--- src/rtl/serial_subtractor_if.sv ---
// serial_subtractor_if
//   Groups the operation handshake and result bus of serial_subtractor.
//   Parameter WIDTH : operand/result width in bits.
//   Requester side (master) drives: start, a, b
//   Subtractor side (slave) drives: busy, done, diff, borrow, zero
interface serial_subtractor_if #(
    parameter int WIDTH = 8
);
    logic             start;
    logic [WIDTH-1:0] a;
    logic [WIDTH-1:0] b;
    logic             busy;
    logic             done;
    logic [WIDTH-1:0] diff;
    logic             borrow;
    logic             zero;

    modport master (
        output start, a, b,
        input  busy, done, diff, borrow, zero
    );

    modport slave (
        input  start, a, b,
        output busy, done, diff, borrow, zero
    );
endinterface

--- src/rtl/serial_subtractor.sv ---
// serial_subtractor
//   Bit-serial two's-complement subtractor: diff = (a - b) mod 2^WIDTH,
//   one bit per clock, LSB first, through a single full-subtractor cell
//   with a registered borrow.
//   Ports:
//     clk   : rising-edge clock
//     rst_n : asynchronous active-low reset
//     bus   : serial_subtractor_if.slave
//             start/a/b in; busy, done (1-cycle pulse), diff, borrow
//             (unsigned a < b) and zero (diff == 0) out, all registered.
//   Results change only when a run completes (or on reset) and are held
//   across IDLE and across the following run.
module serial_subtractor #(
    parameter int WIDTH = 8
) (
    input  logic                 clk,
    input  logic                 rst_n,
    serial_subtractor_if.slave   bus
);

    localparam int CW = (WIDTH > 1) ? $clog2(WIDTH) : 1;

    typedef enum logic [1:0] {
        IDLE = 2'd0,
        RUN  = 2'd1,
        DONE = 2'd2
    } state_t;

    // Full-subtractor cell: returns {borrow_out, difference_bit}.
    function automatic logic [1:0] full_sub(
        input logic a0,
        input logic b0,
        input logic bin
    );
        logic d;
        logic bout;
        d    = a0 ^ b0 ^ bin;
        bout = (~a0 & b0) | (~(a0 ^ b0) & bin);
        return {bout, d};
    endfunction

    state_t           state_r;
    logic [WIDTH-1:0] sa_r;
    logic [WIDTH-1:0] sb_r;
    logic [WIDTH-1:0] sd_r;
    logic             bw_r;
    logic [CW-1:0]    count_r;
    logic             busy_r;
    logic             done_r;
    logic [WIDTH-1:0] diff_r;
    logic             borrow_r;
    logic             zero_r;

    logic             d_s;
    logic             bw_next_s;
    logic [WIDTH-1:0] sd_next_s;
    logic             last_s;

    // Current bit slice: difference bit, next borrow, shifted result, last-bit flag.
    always_comb begin
        {bw_next_s, d_s} = full_sub(sa_r[0], sb_r[0], bw_r);
        sd_next_s        = {d_s, sd_r[WIDTH-1:1]};
        last_s           = (count_r == CW'(WIDTH - 1));
    end

    // Control FSM, operand/result shift registers and registered outputs.
    always_ff @(posedge clk or negedge rst_n) begin
        if (!rst_n) begin
            state_r  <= IDLE;
            sa_r     <= {WIDTH{1'b0}};
            sb_r     <= {WIDTH{1'b0}};
            sd_r     <= {WIDTH{1'b0}};
            bw_r     <= 1'b0;
            count_r  <= {CW{1'b0}};
            busy_r   <= 1'b0;
            done_r   <= 1'b0;
            diff_r   <= {WIDTH{1'b0}};
            borrow_r <= 1'b0;
            zero_r   <= 1'b0;
        end else begin
            case (state_r)
                IDLE: begin
                    done_r <= 1'b0;
                    if (bus.start) begin
                        sa_r    <= bus.a;
                        sb_r    <= bus.b;
                        sd_r    <= {WIDTH{1'b0}};
                        bw_r    <= 1'b0;
                        count_r <= {CW{1'b0}};
                        busy_r  <= 1'b1;
                        state_r <= RUN;
                    end else begin
                        busy_r  <= 1'b0;
                        state_r <= IDLE;
                    end
                end
                RUN: begin
                    sa_r    <= {1'b0, sa_r[WIDTH-1:1]};
                    sb_r    <= {1'b0, sb_r[WIDTH-1:1]};
                    sd_r    <= sd_next_s;
                    bw_r    <= bw_next_s;
                    count_r <= count_r + CW'(32'd1);
                    if (last_s) begin
                        // Publish from the post-shift value so the MSB bit
                        // computed on this edge is included.
                        diff_r   <= sd_next_s;
                        borrow_r <= bw_next_s;
                        zero_r   <= (sd_next_s == {WIDTH{1'b0}});
                        busy_r   <= 1'b0;
                        done_r   <= 1'b1;
                        state_r  <= DONE;
                    end else begin
                        busy_r  <= 1'b1;
                        done_r  <= 1'b0;
                        state_r <= RUN;
                    end
                end
                DONE: begin
                    busy_r  <= 1'b0;
                    done_r  <= 1'b0;
                    state_r <= IDLE;
                end
                default: begin
                    busy_r  <= 1'b0;
                    done_r  <= 1'b0;
                    state_r <= IDLE;
                end
            endcase
        end
    end

    assign bus.busy   = busy_r;
    assign bus.done   = done_r;
    assign bus.diff   = diff_r;
    assign bus.borrow = borrow_r;
    assign bus.zero   = zero_r;

endmodule

--- src/flat_wrapper.sv ---
// flat-port wrapper written by rule: the top's interface ports become plain ports
module serial_subtractor_flat 
#(
    parameter int WIDTH = 8
)
  (clk, rst_n, bus_start, bus_a, bus_b, bus_busy, bus_done, bus_diff, bus_borrow, bus_zero);
  serial_subtractor_if #(.WIDTH(WIDTH)) bus_i ();
  input  logic clk;
  input  logic rst_n;
  input wire logic [$bits(bus_i.start)-1:0] bus_start;
  input wire logic [$bits(bus_i.a)-1:0] bus_a;
  input wire logic [$bits(bus_i.b)-1:0] bus_b;
  output wire logic [$bits(bus_i.busy)-1:0] bus_busy;
  output wire logic [$bits(bus_i.done)-1:0] bus_done;
  output wire logic [$bits(bus_i.diff)-1:0] bus_diff;
  output wire logic [$bits(bus_i.borrow)-1:0] bus_borrow;
  output wire logic [$bits(bus_i.zero)-1:0] bus_zero;
  assign bus_i.start = bus_start;
  assign bus_i.a = bus_a;
  assign bus_i.b = bus_b;
  assign bus_busy = bus_i.busy;
  assign bus_done = bus_i.done;
  assign bus_diff = bus_i.diff;
  assign bus_borrow = bus_i.borrow;
  assign bus_zero = bus_i.zero;
  serial_subtractor #(.WIDTH(WIDTH)) u_core (.clk(clk), .rst_n(rst_n), .bus(bus_i));
endmodule
--- config.mk ---
export PLATFORM = sky130hd
export DESIGN_NAME = serial_subtractor_flat
export DESIGN_NICKNAME = d
export VERILOG_FILES = /design/src/rtl/serial_subtractor_if.sv /design/src/rtl/serial_subtractor.sv /design/src/flat_wrapper.sv
export SDC_FILE = /design/constraint.sdc
export NUM_CORES = 1
export LEC_CHECK = 0
export ABC_AREA = 1
export CAP_MARGIN = 20
export CORE_AREA = 5 5 76 64
export DETAILED_ROUTE_END_ITERATION = 12
export DIE_AREA = 0 0 81 69
export PLACE_DENSITY = 0.73
export SLEW_MARGIN = 0
export SYNTH_ARGS = -nofsm -noshare
export SYNTH_HDL_FRONTEND = slang
export SYNTH_SLANG_ARGS = --single-unit
--- constraint.sdc ---
create_clock -name clk -period 1.4 [get_ports clk]
set_clock_uncertainty 0.1 [all_clocks]
set_input_delay 0.28 -clock clk [delete_from_list [all_inputs] [get_ports clk]]
set_output_delay 0.28 -clock clk [all_outputs]
set_load 0.05 [all_outputs]
==> flow_summary.ini <==
[status]
status = finished, violations left
violations = negative setup slack

[route]
totalWireLength_um = 3740
num_vias = 1468
drt_iter0_drc = 83
drt_pass1_iterations = 4
via_per_inst = 4.60
wl_per_cell_um = 11.7
drc = 0
ant_nets = 0

[floorplanning]
die_area_mm2 = 0.00559
std_cell_rows = 21
fp.dieW_um = 81
coreArea_mm2 = 0.00405
io_pins = 31
start_util_pct = 45.0
die_h_um = 69

[placed_design]
placed_area_mm2 = 0.00236
place.gp.congestion = 0.756
place_ws_ns = -0.0619
place_hpwl_um = 2620
portBuffers = 30

[timing]
drv_slew = 0
worst_slack_ns = -0.0689
period_needed_ns = 1.47
hold_violations = 0
min_period_over_period_pct = 105
setup_violations = 3
finalSetupTns_ns = -0.118
max-slew-margin-rel_pct = 80.8
max_freq_mhz = 681
worstMarginPinSlew_ns = 0.287
rsz0062_at_grt = true

[pwr]
intPower_uw = 3690
ir_worst_vdd_uv = 1040
netSwitchingPower_uw = 2530
pwr-share-clk_pct = 14.7
power_frac_comb_pct = 53.3
p_sw_share_pct = 40.7
p_seq_share_pct = 32.0
power_density_mw_per_mm2 = 2440
p_leak_uw = 0.00133

[cells_and_area]
fin_area_mm2 = 0.00254
diodes = 0
fin_nets = 283
drive_above_1_share_pct = 18.7
nFillCells = 364
area_delta_synth_final_pct = 39.7

[cts]
numClockSinks = 39
htreeDepth = 2
cts_tree = built
worst_skew_pair.late_latency_ns = 0.29
clock_path_buffers = 2
cts_made_buffers = 5
clock-root-buffer = clkbuf_8
clk_pin_slew_ns = 0.08

[global_route]
grt_use_total_pct = 15.0
grt_pass1_wl_um = 6670
grt_overflow = 0
grt_antenna_before_repair = 0
grt_max_degree = 40
first_global_vias = 1452

[job]
cap_violations = 0

[worst_setup_path]
end_kind = flip-flop
worst_r2r_endpoint = u_core.bus.zero
crit_path_start = u_core.sa_r[0]
crit_end = u_core.bus.zero
rrSetupSlack_ns = -0.07
cp.arrival_ns = 1.59
r2r_cells = 6
worst_setup_path_start_kind = flip-flop
critical_path_class = reg2reg
crit_required_ns = 1.52
crit_path_max_fanout = 2
r2r-start = u_core.sa_r[0]

[synth]
ys_types = 19
ys_ff_latch = 39
synth_area_mm2 = 0.00182
syn_nets = 239
yosysTopAreaCell = dfrtp_1
yosysWarnings = 0
ys_seq_area_share_pct = 53.6
yosys.area.top_type_share_pct = 53.6
syn_area_per_cell_um2 = 8.40
syn_inst = 217
synth_area_leaders = dfrtp_1 (54%), nand2_1 (13%), nand3_1 (8.2%), inv_1 (8.0%), o22ai_1 (2.7%)

[hold_path]
hold_class = in2async
per-layer routing:
| layer | vias to the layer above | wire, um | global-route usage, % |
|---|---|---|---|
| met1 | 684 | 1790 | 20.4 |
| met2 | 23 | 1810 | 23.8 |
| li1 | 759 | - | - |
| met3 | 2 | 117 | 3.26 |
| met5 | - | 0 | 0 |
| met4 | 0 | 23 | 4.50 |
cell usage after synthesis:
library cell and instances:
nand2_2 2, ha_1 2, nand2_4 2, a22oi_1 1
inv_2 1, buf_4 3, fa_1 1, nand3_1 30
o22ai_1 8, buf_6 4, o21ai_1 9, nor2_1 7
a21oi_1 1, nand2_1 62, inv_1 39, inv_4 1
o21ai_0 2, dfrtp_1 39, buf_2 3
repair_timing:
action / in CTS / in global routing
buffers inserted: 2 / 1
hold buffers: 1 / 0
endpoints found under the hold margin: 39 / 0
gates resized for setup: 1 / 6
cloned: 0 / 1
endpoints found under the setup margin: 3 / 12
pin swaps: 3 / 3
layout by cell type (no fill, tap or decap):
cell type,netlist,layout
o22ai_2,0,1
inv_1,39,36
nor2_1,7,7
o22ai_1,8,7
o21ai_0,2,2
fa_1,1,1
o21ai_1,9,9
buf_2,3,1
clkinv_2,0,1
dlygate4sd3_1,0,1
buf_4,3,10
clkbuf_16,0,1
a22oi_1,1,1
nand2_2,2,1
inv_2,1,4
clkinv_4,0,1
dfrtp_1,39,37
a21oi_1,1,1
clkdlybuf4s50_1,0,17
nand3_1,30,30
bufinv_16,0,1
nand2_4,2,3
inv_4,1,1
ha_1,2,2
buf_12,0,15
buf_6,4,2
nand2_1,62,62
clkbuf_8,0,5
dfrtp_2,0,2
critical path, cell delays in order (launching register included):
cell and delay (ns):
dfrtp_1 0.40, fa_1 0.51, nor2_1 0.13, nand2_1 0.07, nor2_1 0.10, nand2_1 0.06, nand2_1 0.05
cells by family after synthesis:
group,after synthesis,synth area share (%)
AO/OA/AOI/OAI,21,6.46
adder cells (fa/ha/maj),3,2.47
buffers and inverters,51,13.1
flip-flops,39,53.6
AND/OR/NAND/NOR,103,24.4
cell type report:
type	instances	area [um^2]	share of cell area, %
sequential	39	978	38.4
multi-input combinational	127	618	24.3
timing repair buffer	47	608	23.9
inverter	41	156	6.15
tap	57	71.3	2.80
clock buffer	5	68.8	2.70
clock inverter	3	43.8	1.72
registers in the layout, summed over array words and instances, names as in the netlist:
register and cells:
u_core.bus.diff 8, u_core.sa_r 8, u_core.sb_r 8, u_core.sd_r 7, u_core.count_r 3, u_core.bus.borrow 1
u_core.bus.done 1, u_core.bus.zero 1, u_core.bw_r 1, u_core.state_r 1
power groups by stage:
stage          Clock [uW]  Combinational [uW]  Sequential, uW
3_3_place_gp            0                3030            1990
2_1_floorplan           0                1480            2400
5_1_grt               989                3660            2060
6_report              914                3320            1990
3_5_place_dp            0                3120            1990
4_1_cts               941                3170            1980
worst min path at each step:
stage                     startpoint                end  slack [ns]  depth (start not counted)
after floorplan                rst_n  u_core.bus.borrow       -0.12                          0
after global placement         rst_n     u_core.sb_r[5]        0.16                          2
after detailed placement       rst_n     u_core.sb_r[5]        0.16                          2
after CTS                      rst_n     u_core.sb_r[7]        0.38                          3
after global routing           rst_n     u_core.sb_r[7]        0.41                          3
final                          rst_n     u_core.sb_r[5]        0.38                          3
per-stage QoR:
stage | std cells | util (%) | total power, uW | hold WS (ns)
after floorplan | 217 | - | 3890 | -0.116
after global placement | 307 | 58.4 | 5030 | 0.162
after detailed placement | 307 | 58.4 | 5120 | 0.164
after CTS | 318 | 61.8 | 6090 | 0.382
after global routing | 319 | 62.9 | 6710 | 0.409
final | 319 | 62.9 | 6220 | 0.379
Power figures use the tool's default switching activity.
==> edit 1: new RTL, same flow settings <==
`WIDTH` is set to 8 in 3 places; all go to 4.
--- a/src/rtl/serial_subtractor_if.sv
+++ b/src/rtl/serial_subtractor_if.sv
@@ -5,5 +5,5 @@
 //   Subtractor side (slave) drives: busy, done, diff, borrow, zero
 interface serial_subtractor_if #(
-    parameter int WIDTH = 8
+    parameter int WIDTH = 4
 );
     logic             start;
--- a/src/rtl/serial_subtractor.sv
+++ b/src/rtl/serial_subtractor.sv
@@ -12,5 +12,5 @@
 //   across IDLE and across the following run.
 module serial_subtractor #(
-    parameter int WIDTH = 8
+    parameter int WIDTH = 4
 ) (
     input  logic                 clk,
--- a/src/flat_wrapper.sv
+++ b/src/flat_wrapper.sv
@@ -2,5 +2,5 @@
 module serial_subtractor_flat 
 #(
-    parameter int WIDTH = 8
+    parameter int WIDTH = 4
 )
   (clk, rst_n, bus_start, bus_a, bus_b, bus_busy, bus_done, bus_diff, bus_borrow, bus_zero);
Ports: changed (resized bus_a, bus_b and bus_diff); port bits go from 31 to 19. The function was not compared with the original's and may differ.
==> edit 1 against the unedited design <==
Total power fell by 44%; final area down 44%; synthesized cell count decreased by 47%; setup slack improved by 130 ps; sequential cell count down 17; highest routed layer unchanged; synthesized area decreased by 44%; first-iteration DRC count shrank 60%; combinational power decreased by 48%; wire length decreased by 44%.
==> edit 1: results (changes against the unedited design) <==
nets: 153  # was 283
async_flop_share_pct: 100  # unchanged
drtIter0Drc: 33  # was 83
min_period_ps: 1340  # was 1470 ps
dp_cells: 189  # was 307
worst_slew_pin_slew_ps: 284  # was 287 ps
dpl.hpwl_mm: 1.52  # was 2.62 mm
status: "completed"  # was finished, violations left
first_pass_iters: 4  # unchanged
cp_data_arrival_time_ps: 1440  # was 1590 ps
synth_xor_area_share_pct: 0  # unchanged
seq_area_frac_synth_pct: 54.1  # was 53.6%
grt_pass1_vias: 724  # was 1452
crit_start: "u_core.bw_r"  # was u_core.sa_r[0]
synth.distinct_cells: 14  # was 19
r2r-start: "u_core.bw_r"  # was u_core.sa_r[0]
vias: 785  # was 1468
grt_pass1_wl_mm: 3.38  # was 6.67 mm
clk_latency_ps: 260  # was 290 ps
hold_ws_ps: 265  # was 379 ps
clk_pin_slew_ps: 80  # about the same
place_congestion: 0.739  # was 0.756
peakVddDrop_mv: 0.720  # was 1.04 mV
cts_max_level: 1  # was 2
synth_fa_ha_area_share_pct: 3.19  # was 2.47%
synthTopCellsByArea: "dfrtp_1, nand2_1, nand3_1, buf_6, o21ai_2"  # was dfrtp_1, nand2_1, nand3_1, inv_1, o22ai_1
wl_per_cell_um: 10.7  # was 11.7 um
fillCellCount: 438  # was 364
drt-vias-per-instance: 4.01  # was 4.60
ys_top_cells_by_count: "nand2_1, dfrtp_1, nand3_1, inv_1"  # was nand2_1, dfrtp_1, inv_1, nand3_1, o21ai_1
numCtsBuffers: 3  # was 5
synthMuxAreaShare_pct: 0  # unchanged
portBuffers: 18  # was 30
p_leak_uw: 0.000707  # was 0.00133 uW
cp_max_fo: 3  # was 2
antenna_found_initial: 0  # unchanged
cts_max_path_buffers: 2  # unchanged
cts_root_buf: "clkbuf_8"  # unchanged
grt_usage_pct: 7.67  # was 15.0%
synth-compound-area-share_pct: 6.76  # was 6.46%
syn_area_per_cell_um2: 8.93  # was 8.40 um2
reg2reg_setup_slack_ps: 60  # was -70 ps
place_area_um2: 1340  # was 2360 um2
dp_slack_ps: -1.33  # was -61.9 ps
drive_gt1_share_pct: 24.5  # was 18.7%
grt_max_degree: 23  # was 40
syn-num-nets: 127  # was 239
drv_slew: 0  # unchanged
synth_flop_cell: "dfrtp_1"  # unchanged
## edit 1: cell types whose count changed in the layout (fill, tap and decap cells not counted), sizes merged, moves of 5 or more
| cell | before | now |
|---|---|---|
| clkdlybuf4s50 | 17 | 10 |
| inv | 41 | 7 |
| o22ai | 8 | 0 |
| buf | 28 | 16 |
| dfrtp | 39 | 22 |
| nand2 | 66 | 54 |
| nor2 | 7 | 2 |
| nand3 | 30 | 12 |
## edit 1: power breakdown
part           switching (uW)  leakage [uW]  internal [uW]  total [uW]
combinational             979      0.000392            764        1740
clock                     212     0.0000357            382         594
sequential                246      0.000279            908        1150
## edit 1: critical path, stage by stage, from the launching register on
cell and delay, ps:
dfrtp_1 370, inv_2 50, fa_1 480, inv_2 100, nand3_2 80, o21ai_2 110
## edit 1: layout make-up
class / count / area (um2) / area share, %
Clock buffer: 3 / 41.3 / 2.87
Clock inverter: 1 / 30.0 / 2.09
Inverter: 7 / 26.3 / 1.83
Multi-Input combinational cell: 80 / 394 / 27.4
Sequential cell: 22 / 553 / 38.5
Tap cell: 57 / 71.3 / 4.97
Timing Repair Buffer: 26 / 320 / 22.3
## edit 1: final timing paths
path	cells after the start	to
max	5	u_core.bus.zero
max in group asynchronous	2	u_core.bus.busy
min in group clk	2	u_core.sb_r[3]
min	2	u_core.bus.diff[2]
min reg2reg	2	u_core.sb_r[3]
max reg2reg	5	u_core.bus.zero
## edit 1: per-layer routing
metal  vias up  share of wire [%]  global-route usage [%]
li1        406                  -                       -
met1       359                 50                    10.1
met2        18                 45                    11.7
met3         2                5.3                    3.13
met4         0               0.29                    1.69
met5         -                  0                       0
## edit 1: timing repair
action,in CTS,in global routing
endpoints found under the setup margin,0,2
setup buffers,0,3
resized for setup,0,3
==> edit 2: new RTL, same settings <==
Made on the original files. Re-encode `state_t` (3 states) as one-hot, 3 bits wide.
--- a/src/rtl/serial_subtractor.sv
+++ b/src/rtl/serial_subtractor.sv
@@ -21,8 +21,8 @@
     localparam int CW = (WIDTH > 1) ? $clog2(WIDTH) : 1;
 
-    typedef enum logic [1:0] {
-        IDLE = 2'd0,
-        RUN  = 2'd1,
-        DONE = 2'd2
+    typedef enum logic [2:0] {
+        IDLE = 3'b001,
+        RUN  = 3'b010,
+        DONE = 3'b100
     } state_t;
 
Function: no difference found for any inputs over 10 cycles, from zero or initial values and one cycle with rst_n low; not proved beyond that.
==> edit 2 against the unedited design <==
Critical path depth unchanged; largest power group unchanged; sequential power decreased by 14%; final area increased by 5.4%; setup slack improved by 29 ps; sequential cell count increased by 1; synthesized area increased by 5.3%; wire length increased by 5.3%; total power decreased by 26%; combinational power decreased by 36%; the run still ends with setup timing left; global-route usage increased by 0.86 points.
==> edit 2: results (changes against the unedited design) <==
yosys_warnings: 0  # unchanged
grt_usage_pct: 15.9  # was 15.0%
synthTopCellsByArea: "dfrtp_1, nand2_1, nand3_1, inv_1, buf_6"  # was dfrtp_1, nand2_1, nand3_1, inv_1, o22ai_1
cp_data_arrival_time_ps: 1580
ys_top_cells_by_count: "nand2_1, dfrtp_1, inv_1, nand3_1, nor2_1"  # was nand2_1, dfrtp_1, inv_1, nand3_1, o21ai_1
grtUsageMet1_pct: 20.8  # was 20.4%
cts_max_level: 2  # unchanged
netlist_instances: 240  # was 217
peakVddDrop_mv: 1.08  # was 1.04 mV
dpl.hpwl_mm: 2.78  # was 2.62 mm
drt-total-wl_mm: 3.94  # was 3.74 mm
grt_pass1_wl_mm: 6.98  # was 6.67 mm
synth.distinct_cells: 21  # was 19
cp_max_fo: 2  # unchanged
portBuffers: 30  # unchanged
status: "finished, violations left"  # unchanged
clk_pin_slew_ps: 80  # about the same
place_congestion: 0.751  # was 0.756
syn-num-nets: 262  # was 239
diodes: 0  # unchanged
ant_nets: 0  # unchanged
setup_slack_ps: -40.2  # was -68.9 ps
dp_slack_ps: -210  # was -61.9 ps
worst_slew_pin_slew_ps: 250  # was 287 ps
nets: 313  # was 283
numCtsBuffers: 5  # unchanged
wl_per_cell_um: 11.3  # was 11.7 um
met2_usage_pct: 24.9  # was 23.8%
reg2reg_to: "u_core.bus.zero"  # unchanged
grtUsageMet3_pct: 4.30  # was 3.26%
p_leak_uw: 0.00142  # was 0.00133 uW
clk_latency_ps: 290  # about the same
setup_tns_ps: -40.2  # was -118 ps
synthMuxAreaShare_pct: 0.522  # was 0%
grt_max_degree: 41  # was 40
critPathMaxStageDelay_ps: 480  # was 510 ps
place_area_um2: 2480  # was 2360 um2
synth_fa_ha_area_share_pct: 2.35  # was 2.47%
drtIter0Drc: 80  # was 83
cts_root_buf: "clkbuf_8"  # unchanged
antenna_found_initial: 0  # unchanged
setup_viol: 1  # was 3
hold_ws_ps: 375  # was 379 ps
vias: 1590  # was 1468
fillCellCount: 344  # was 364
min_path_type: "in -> async"  # unchanged
dp_cells: 336  # was 307
drive_gt1_share_pct: 21.2  # was 18.7%
synth-compound-area-share_pct: 1.57  # was 6.46%
r2r-start: "u_core.sa_r[0]"  # unchanged
seq_area_frac_synth_pct: 52.3  # was 53.6%
violations: "setup timing"  # unchanged
[edit 2: logic make-up after synthesis]
logic type / count (synthesis)
compound gates: 6
simple gates: 140
fa+ha+maj: 3
flops: 40
mux: 1
buf+inv: 50
[edit 2: area by class of cell]
| class | count | area (um2) | share of cell area (%) |
|---|---|---|---|
| Sequential cell | 40 | 1000 | 37.5 |
| Inverter | 41 | 159 | 5.92 |
| Clock inverter | 2 | 12.5 | 0.466 |
| Multi-Input combinational cell | 150 | 728 | 27.1 |
| Tap cell | 57 | 71.3 | 2.66 |
| Clock buffer | 6 | 72.6 | 2.71 |
| Timing Repair Buffer | 53 | 634 | 23.6 |
[edit 2: per-layer routing]
metal / up-vias / share of wire (%)
li1: 815 / -
met1: 730 / 46
met2: 37 / 48
met3: 8 / 5.1
met4: 0 / 1.5
met5: - / 0
[edit 2: worst min-delay path, cell delays in order]
cell,delay (ps)
dlygate4sd3_1,520
buf_2,120
buf_12,220
[edit 2: how the worst max path moves through the flow]
stage	from	end	slack, ps	depth (start not counted)
after floorplan	u_core.sb_r[0]	u_core.bus.zero	40	7
after global placement	u_core.count_r[0]	u_core.bus.diff[3]	-170	6
after detailed placement	u_core.count_r[0]	u_core.bus.borrow	-210	6
after CTS	u_core.sa_r[0]	u_core.bus.zero	-50	6
after global routing	u_core.sa_r[0]	u_core.bus.zero	-150	6
final	u_core.sa_r[0]	u_core.bus.zero	-40	6
[edit 2: report_power, final]
group          leakage [uW]  switching (uW)  internal [uW]  total, uW
registers          0.000475             219           1500       1720
clock network     0.0000412             399            348        748
logic              0.000906            1180            948       2130
[edit 2: repair_timing]
action,in CTS,in global routing
hold buffers,1,0
cloned,0,0
setup endpoints to repair,17,35
resized for setup,7,11
pin swaps,3,5
setup buffers,0,4
endpoints found under the hold margin,39,0
